`config.mk`:
```
export PLATFORM = sky130hd
export DESIGN_NAME = fetch_controller
export DESIGN_NICKNAME = d
export VERILOG_FILES = /design/src/rtl/fetch_controller.sv
export SDC_FILE = /design/constraint.sdc
export NUM_CORES = 1
export LEC_CHECK = 0
export BUFFER_PORTS_ARGS = -buffer_cell sky130_fd_sc_hd__buf_4
export CAP_MARGIN = 40
export CORE_ASPECT_RATIO = 1.1
export CORE_UTILIZATION = 47
export DETAILED_ROUTE_END_ITERATION = 8
export GPL_TIMING_DRIVEN = 0
export PLACE_DENSITY = 0.68
export RECOVER_POWER = 50
export SYNTH_ARGS = -nofsm -noshare
export SYNTH_HDL_FRONTEND = slang
export SYNTH_SLANG_ARGS = --single-unit
```
`constraint.sdc`:
```
create_clock -name clk -period 15.83 [get_ports clk]
set_input_delay 2.3745 -clock clk [delete_from_list [all_inputs] [get_ports clk]]
set_output_delay 2.3745 -clock clk [all_outputs]
set_load 0.02 [all_outputs]
```
`src/rtl/fetch_controller.sv`:
```
// -----------------------------------------------------------------------------
// fetch_controller
//
// Sequences instruction fetch from a byte-addressed instruction memory. It owns
// the fetch PC, issues word-aligned read requests (PC+4 per request), tracks
// in-flight reads, and buffers returned words in a small prefetch FIFO. The FIFO
// head is presented to decode through a valid/ready handshake.
//
// Ports
//   clk, rst          clock (rising edge), asynchronous active-high reset
//   redirect          branch/jump taken: flush and refetch from redirect_target
//   redirect_target   new PC when redirect=1
//   mem_req/mem_addr  read request and word-aligned request address
//   mem_gnt           memory accepts the request this cycle
//   mem_rvalid/rdata  read response, returned in request order
//   instr_valid       FIFO head valid
//   instr/instr_pc    FIFO head instruction and its PC
//   instr_ready       decode consumes the head (pop on valid & ready)
//   fetch_fault       misaligned redirect seen (ALIGN_CHECK_EN builds only)
//
// Configuration
//   ALIGN_CHECK_EN    when defined, a redirect to a target with bits [1:0] != 0
//                     enters FAULT and raises fetch_fault until an aligned
//                     redirect arrives. When undefined the low target bits are
//                     ignored and fetch_fault stays 0.
// -----------------------------------------------------------------------------
module fetch_controller #(
    parameter int                         ADDRESS_WIDTH = 32,
    parameter int                         INSTR_WIDTH   = 32,
    parameter int                         FIFO_DEPTH    = 2,
    parameter logic [ADDRESS_WIDTH-1:0]   RESET_PC      = '0
) (
    input  logic                     clk,
    input  logic                     rst,
    input  logic                     redirect,
    input  logic [ADDRESS_WIDTH-1:0] redirect_target,
    output logic                     mem_req,
    output logic [ADDRESS_WIDTH-1:0] mem_addr,
    input  logic                     mem_gnt,
    input  logic                     mem_rvalid,
    input  logic [INSTR_WIDTH-1:0]   mem_rdata,
    output logic                     instr_valid,
    output logic [INSTR_WIDTH-1:0]   instr,
    output logic [ADDRESS_WIDTH-1:0] instr_pc,
    input  logic                     instr_ready,
    output logic                     fetch_fault
);

    localparam int                       CW          = $clog2(FIFO_DEPTH + 1);
    localparam int                       PW          = $clog2(FIFO_DEPTH);
    localparam logic [CW:0]              DEPTH_LIMIT = (CW+1)'(FIFO_DEPTH);
    localparam logic [ADDRESS_WIDTH-1:0] PC_STEP     = ADDRESS_WIDTH'(4);

    typedef enum logic {
        RUN   = 1'b0,
        FAULT = 1'b1
    } state_t;

    state_t                   state;
    logic                     fault_q;
    logic [ADDRESS_WIDTH-1:0] fetch_pc;
    logic [ADDRESS_WIDTH-1:0] resp_pc;

    // outstanding counts every read in flight, including ones already marked
    // for dropping; drop_cnt is the subset of those still to be discarded.
    logic [CW-1:0]            outstanding;
    logic [CW-1:0]            drop_cnt;
    logic [CW-1:0]            fifo_count;
    logic [PW-1:0]            rd_ptr;
    logic [PW-1:0]            wr_ptr;

    logic [INSTR_WIDTH-1:0]   instr_mem [FIFO_DEPTH];
    logic [ADDRESS_WIDTH-1:0] pc_mem    [FIFO_DEPTH];

    logic [ADDRESS_WIDTH-1:0] target;
    logic                     misaligned;
    logic [CW:0]              credit_used;
    logic                     grant;
    logic                     resp_accept;
    logic                     push;
    logic                     pop;

    // Fetch addresses are always word aligned, whatever the target's low bits.
    assign target = {redirect_target[ADDRESS_WIDTH-1:2], 2'b00};

`ifdef ALIGN_CHECK_EN
    assign misaligned = (redirect_target[1:0] != 2'b00);
`else
    logic target_low_unused;
    assign target_low_unused = ^redirect_target[1:0];
    assign misaligned        = 1'b0;
`endif

    // A new request needs a FIFO slot reserved for its response, so buffered
    // plus in-flight words never exceed the FIFO depth.
    assign credit_used = {1'b0, fifo_count} + {1'b0, outstanding};
    assign mem_req     = !rst && (state == RUN) && !redirect && (credit_used < DEPTH_LIMIT);
    assign mem_addr    = fetch_pc;
    assign grant       = mem_req && mem_gnt;

    // Responses with nothing in flight are leftovers from before a reset.
    assign resp_accept = mem_rvalid && (outstanding != '0);
    assign push        = resp_accept && (drop_cnt == '0) && !redirect;
    assign pop         = instr_valid && instr_ready && !redirect;

    assign instr_valid = (fifo_count != '0);
    assign instr       = instr_mem[rd_ptr];
    assign instr_pc    = pc_mem[rd_ptr];
    assign fetch_fault = fault_q;

    // NOTE: sequential state is assigned with <= so every register samples the
    // values from before this edge, independent of statement order.
    always_ff @(posedge clk or posedge rst) begin
        if (rst) begin
            state       <= RUN;
            fault_q     <= 1'b0;
            fetch_pc    <= RESET_PC;
            resp_pc     <= RESET_PC;
            outstanding <= '0;
            drop_cnt    <= '0;
            fifo_count  <= '0;
            rd_ptr      <= '0;
            wr_ptr      <= '0;
        end else begin
            // Grant and response in the same cycle leave the count unchanged.
            case ({grant, resp_accept})
                2'b10:   outstanding <= outstanding + CW'(1);
                2'b01:   outstanding <= outstanding - CW'(1);
                default: outstanding <= outstanding;
            endcase

            if (redirect) begin
                // Everything still in flight now belongs to the old path; a
                // response arriving this cycle is consumed and discarded.
                drop_cnt   <= outstanding - CW'(resp_accept);
                fifo_count <= '0;
                rd_ptr     <= '0;
                wr_ptr     <= '0;
                fetch_pc   <= target;
                resp_pc    <= target;
                state      <= misaligned ? FAULT : RUN;
                fault_q    <= misaligned;
            end else begin
                if (resp_accept && (drop_cnt != '0)) begin
                    drop_cnt <= drop_cnt - CW'(1);
                end
                if (grant) begin
                    fetch_pc <= fetch_pc + PC_STEP;
                end
                if (push) begin
                    wr_ptr  <= wr_ptr + PW'(1);
                    resp_pc <= resp_pc + PC_STEP;
                end
                if (pop) begin
                    rd_ptr <= rd_ptr + PW'(1);
                end
                case ({push, pop})
                    2'b10:   fifo_count <= fifo_count + CW'(1);
                    2'b01:   fifo_count <= fifo_count - CW'(1);
                    default: fifo_count <= fifo_count;
                endcase
            end
        end
    end

    // NOTE: FIFO storage has no reset; an entry is only ever read while
    // fifo_count marks it as holding a pushed word.
    always_ff @(posedge clk) begin
        if (push) begin
            instr_mem[wr_ptr] <= mem_rdata;
            pc_mem[wr_ptr]    <= resp_pc;
        end
    end

endmodule

```
==> results.json, run 1 <==
{
  "yosys.area.top_type_share": 0.444,
  "io-pin-count": 169,
  "clk_path_buf_depth": 2,
  "diodes": 0,
  "synth_area_leaders": "edfxtp_1 44%, dfrtp_1 20%, mux2_2 12%",
  "firstDrtPassIters": 6,
  "htree_num_levels": 4,
  "hpwlAfterDp_mm": 13.5,
  "cts_setup_buffers": 0,
  "dieArea_sq_um": 18400,
  "r2r_setup_slack_ps": 12570,
  "dp_worst_setup_slack_ps": 10090,
  "cts_tree": "done",
  "reg2regPathDepth": 9,
  "timing.rr.start": "outstanding[0]",
  "ys_warn_count": 0,
  "yosysTopAreaCell": "edfxtp_1",
  "power.density_nw_per_um2": 128,
  "finalPower_uw": 1350,
  "syn_area_sq_um": 8390,
  "clk_latency_ps": 430,
  "tns_ps": 0,
  "fin_ws_ps": 10040,
  "synthCells": 591,
  "period_share": 0.366,
  "final_cell_mix": "124 x edfxtp_1, 109 x buf_4, 91 x mux2_2",
  "relSlewSlack": -1.27,
  "grt_pass1_vias": 5494,
  "crit_required_ps": 13460,
  "grt_max_degree": 63,
  "syn_avg_cell_area_sq_um": 14.2,
  "yosysSeqAreaShare": 0.646,
  "drcViolationCount": 0,
  "port_buffers": 161,
  "slew_viol_final": 63,
  "core_sq_um": 17300,
  "rsz0062_at_grt": "false",
  "fin_crit_ps": 5790,
  "final_common_cell": "edfxtp_1",
  "violations": "capacitance limit, slew limit",
  "cts_resized": 0,
  "hold_buffers": 0,
  "status": "finished with violations",
  "track_usage": 0.207,
  "die_width_microns": 129,
  "grt_first_pass_wirelength_mm": 28.5,
  "n_fill_cell": 1453,
  "routabilityCongestion": 0.960,
  "tightest_slew_ps": 3400,
  "layout-drive-gt1-share": 0.349,
  "die_h_microns": 142,
  "leakagePower_uw": 0.00395,
  "synth-edff-count": 124,
  "viasPerCell": 5.28,
  "path_class": "in2out",
  "ys_types": 48,
  "postSynth.topFlopCell": "edfxtp_1",
  "finalHoldViolCount": 0,
  "cp-endpoint": "mem_req",
  "grt_overflow": 0,
  "worst_hold_path_type": "reg2reg",
  "start_util": 0.486,
  "cap_violations": 1,
  "skew_ps": 8.17,
  "finalNetCount": 866,
  "cts_made_buffers": 17,
  "path_clk_slew_ps": 70,
  "peakVddDrop_v": 0.0000790,
  "critPathArrivalTime_ps": 3420,
  "ys_seq_elements": 192,
  "cp_max_fo": 4,
  "cts.sinks": 192,
  "syn_to_final_growth_pct": 24.8,
  "ant_nets": 0,
  "rows": 50,
  "cp-end-kind": "primary output",
  "drt-initial-drc-count": 407,
  "finalSetupViolCount": 0,
  "crit_start": "redirect",
  "cts-root-buf": "clkbuf_16",
  "antenna_found_initial": 0,
  "vias": 5476,
  "worstReg2RegEnd": "mem_addr[18]",
  "detail_route.wirelength_mm": 18.2,
  "synth-async-reset-ratio": 0.354,
  "fmax_ghz": 0.173,
  "wire_per_inst_microns": 17.6,
  "startpoint_type": "primary input"
}
## sequential cells by signal (all words and copies together), names as in the netlist
signal	cells
fifo_count	2
mem_addr	30
rd_ptr	1
resp_pc	30
wr_ptr	1
pc_mem	60
drop_cnt	2
outstanding	2
instr_mem	64
## layout make-up
cell class | count | area (sq um) | area share
buffer | 25 | 114 | 0.0109
clock buffer | 17 | 425 | 0.0406
clock inverter | 15 | 144 | 0.0137
inverter | 15 | 57.6 | 0.00550
multi-input combinational | 363 | 2790 | 0.266
sequential | 192 | 5430 | 0.518
tap | 234 | 293 | 0.0280
timing repair buffer | 176 | 1230 | 0.117
## cells in the mapped netlist, drive strengths merged (6+ instances only)
cell type / number
nand3: 23
nand2: 28
xnor2: 35
a21boi: 9
and3: 10
buf: 14
mux2: 91
nand2b: 6
nand4: 20
xor2: 22
nor3: 12
nor4: 8
inv: 15
dfrtp: 68
o21ai: 12
clkbuf: 11
nor2: 26
a21oi: 12
edfxtp: 124
## where the power goes
part | switching (uW) | total, uW | internal [uW]
clock | 183 | 415 | 232
sequential | 33.4 | 612 | 579
combinational | 174 | 319 | 145
total | 391 | 1350 | 955
## critical path: stages
cell and delay, ps:
clkbuf_1 130, nor4_1 650, buf_4 260
## how the worst min path moves through the flow
stage / start / to / slack [ps] / cells after the start
floorplan: resp_pc[31] / pc_mem[0][31] / 450 / 0
finish: resp_pc[10] / pc_mem[1][10] / 530 / 0
detailed placement: resp_pc[31] / pc_mem[1][31] / 500 / 0
global route: resp_pc[31] / pc_mem[1][31] / 530 / 0
CTS: resp_pc[31] / pc_mem[1][31] / 520 / 0
global placement: resp_pc[31] / pc_mem[0][31] / 480 / 0
## kinds of logic after synthesis
| family | Yosys count | share of synthesized area |
|---|---|---|
| buffers and inverters | 40 | 0.0203 |
| adder cells (fa/ha/maj) | 6 | 0.00984 |
| AND/OR/NAND/NOR | 155 | 0.104 |
| other | 1 | 0.000447 |
| XOR/XNOR | 57 | 0.0595 |
| multiplexers | 92 | 0.123 |
| flip-flops | 192 | 0.646 |
| AO/OA/AOI/OAI | 48 | 0.0361 |
## routing by layer
layer | wire [microns] | global-route usage
met5 | 0 | 0
met4 | 470 | 0.0960
met3 | 1100 | 0.0410
met2 | 8980 | 0.342
met1 | 7680 | 0.262
## metrics by stage
| step | cell area [sq um] | util | hold slack [ps] | instances |
|---|---|---|---|---|
| 2_1_floorplan | 8410 | - | 451 | 595 |
| 4_1_cts | 10700 | 0.617 | 518 | 1037 |
| 3_3_place_gp | 9910 | 0.574 | 479 | 990 |
| 6_report | 10500 | 0.607 | 531 | 1037 |
| 5_1_grt | 10500 | 0.607 | 530 | 1037 |
| 3_5_place_dp | 10100 | 0.584 | 504 | 1005 |
No activity file was read; power rests on OpenSTA's default activity.
==> run 2: changes to the inputs <==
Clock period 15.83 ns to 5.7 ns, I/O delays scaled along.
==> results.json, run 2 (synthesis results as in run 1) <==
{
  "dieArea_sq_um": 18400,
  "placed_cell_area_sq_um": 10100,
  "critPathArrivalTime_ps": 3610,
  "violations": "capacitance limit, slew limit",
  "grt_overflow": 0,
  "n_fill_cell": 1424,
  "viasPerCell": 5.27,
  "power_frac_clock": 0.304,
  "timing.rr.start": "outstanding[0]",
  "fin_area_sq_um": 10500,
  "fmax_ghz": 0.265,
  "period_share": 0.662,
  "syn_to_final_growth_pct": 25.0,
  "core_sq_um": 17300,
  "crit_start": "rst",
  "clk_path_buf_depth": 2,
  "path_clk_slew_ps": 70,
  "rows": 50,
  "cts_resized": 0,
  "p_switching_uw": 1080,
  "cts-root-buf": "clkbuf_16",
  "grt_max_degree": 58,
  "cp_max_fo": 57,
  "finalHoldViolCount": 0,
  "finalNetCount": 861,
  "status": "finished with violations",
  "hold_buffers": 0,
  "track_usage": 0.205,
  "power.density_nw_per_um2": 356,
  "path_class": "in2async",
  "layout-drive-gt1-share": 0.342,
  "cp-end-kind": "async pin",
  "largest_reg_flops": 64,
  "vias": 5439,
  "p_int_uw": 2660,
  "wire_per_inst_microns": 17.5,
  "fin_ws_ps": 1920,
  "final_cell_mix": "124 x edfxtp_1, 103 x buf_4, 91 x mux2_2",
  "start_util": 0.486,
  "drt-initial-drc-count": 336,
  "cts_tree": "done",
  "grt_first_pass_wirelength_mm": 28.3,
  "antenna_found_initial": 0,
  "final_common_cell": "edfxtp_1",
  "skew_ps": 9.19,
  "cts_made_buffers": 17,
  "peakVddDrop_v": 0.000224,
  "crit_required_ps": 5540,
  "firstDrtPassIters": 4,
  "diodes": 0,
  "die_h_microns": 142,
  "worst_hold_path_type": "in2async",
  "tightest_slew_ps": 3090,
  "cts_setup_buffers": 0,
  "detail_route.wirelength_mm": 18.1,
  "hpwlAfterDp_mm": 13.5,
  "pwr-share-comb": 0.240,
  "seq_area_sq_um": 5430,
  "routabilityCongestion": 0.944,
  "cts.sinks": 192,
  "relSlewSlack": -1.06,
  "reg.largest.list": "instr_mem: 64 flops, pc_mem: 60 flops",
  "leakagePower_uw": 0.00392,
  "drcViolationCount": 0,
  "multi_input_area_sq_um": 2820,
  "cap_violations": 1,
  "htree_num_levels": 4,
  "ant_nets": 0,
  "seqPwrFrac": 0.456,
  "rsz0062_at_grt": "false",
  "finalPower_uw": 3740,
  "fin_crit_ps": 3780,
  "dp_worst_setup_slack_ps": 2560,
  "finalSetupViolCount": 0,
  "die_width_microns": 129,
  "port_buffers": 161,
  "io-pin-count": 169,
  "clk_latency_ps": 420,
  "tns_ps": 0,
  "swShare": 0.289,
  "startpoint_type": "primary input",
  "grt_pass1_vias": 5455,
  "top_register": "instr_mem",
  "slew_viol_final": 58
}
## run 2: cell count changes in the layout (fill, tap and decap cells not counted), moves of 2 or more
cell        previous run  this run
clkbuf_1              45        52
clkbuf_4              29        26
buf_4                109       103
buf_6                  8         0
clkinvlp_4             1         4
buf_8                  0         6
clkinv_2               4         2
## run 2: cell type report
| class | count | share of cell area |
|---|---|---|
| multi-input cells | 363 | 0.269 |
| repair buffers | 171 | 0.115 |
| plain buffers | 25 | 0.0109 |
| clock inverters | 14 | 0.0136 |
| flip-flops and latches | 192 | 0.517 |
| well taps | 234 | 0.0279 |
| inverters | 15 | 0.00549 |
| clock buffers | 18 | 0.0409 |
## run 2: worst paths after layout
check / depth (start not counted) / slack [ps] / end
hold reg to reg: 0 / 510 / pc_mem[1][31]
hold / removal: 2 / 510 / mem_addr[12]
setup / recovery: 3 / 1920 / resp_pc[31]
min in group clk: 0 / 510 / pc_mem[1][31]
setup reg to reg: 8 / 2580 / mem_addr[28]
max in group clk: 5 / 2300 / mem_req
## run 2: metrics by stage
step           std cells  hold slack, ps  utilization
2_1_floorplan        595             451            -
3_3_place_gp         990             482        0.574
3_5_place_dp        1000             504        0.585
4_1_cts             1032             358        0.618
5_1_grt             1032             535        0.607
6_report            1032             507        0.607
## run 2: per-layer routing
metal	GRT usage	wire length, microns	share of wire	vias up
met5	0	0	0	-
met4	0.0737	286	0.016	0
met3	0.0462	1070	0.059	18
met2	0.347	9190	0.51	165
met1	0.255	7500	0.42	2693
li1	-	-	-	2563
## run 2: worst max-delay path: stages
cell	delay [ps]
clkbuf_1	130
clkinvlp_2	370
clkbuf_1	2230
## run 2: power by group through the flow
stage	registers, uW	clock network (uW)	logic, uW
floorplan	1740	0	559
global placement	1730	0	889
detailed placement	1730	0	930
CTS	1700	1160	936
global route	1720	1220	971
finish	1700	1140	896
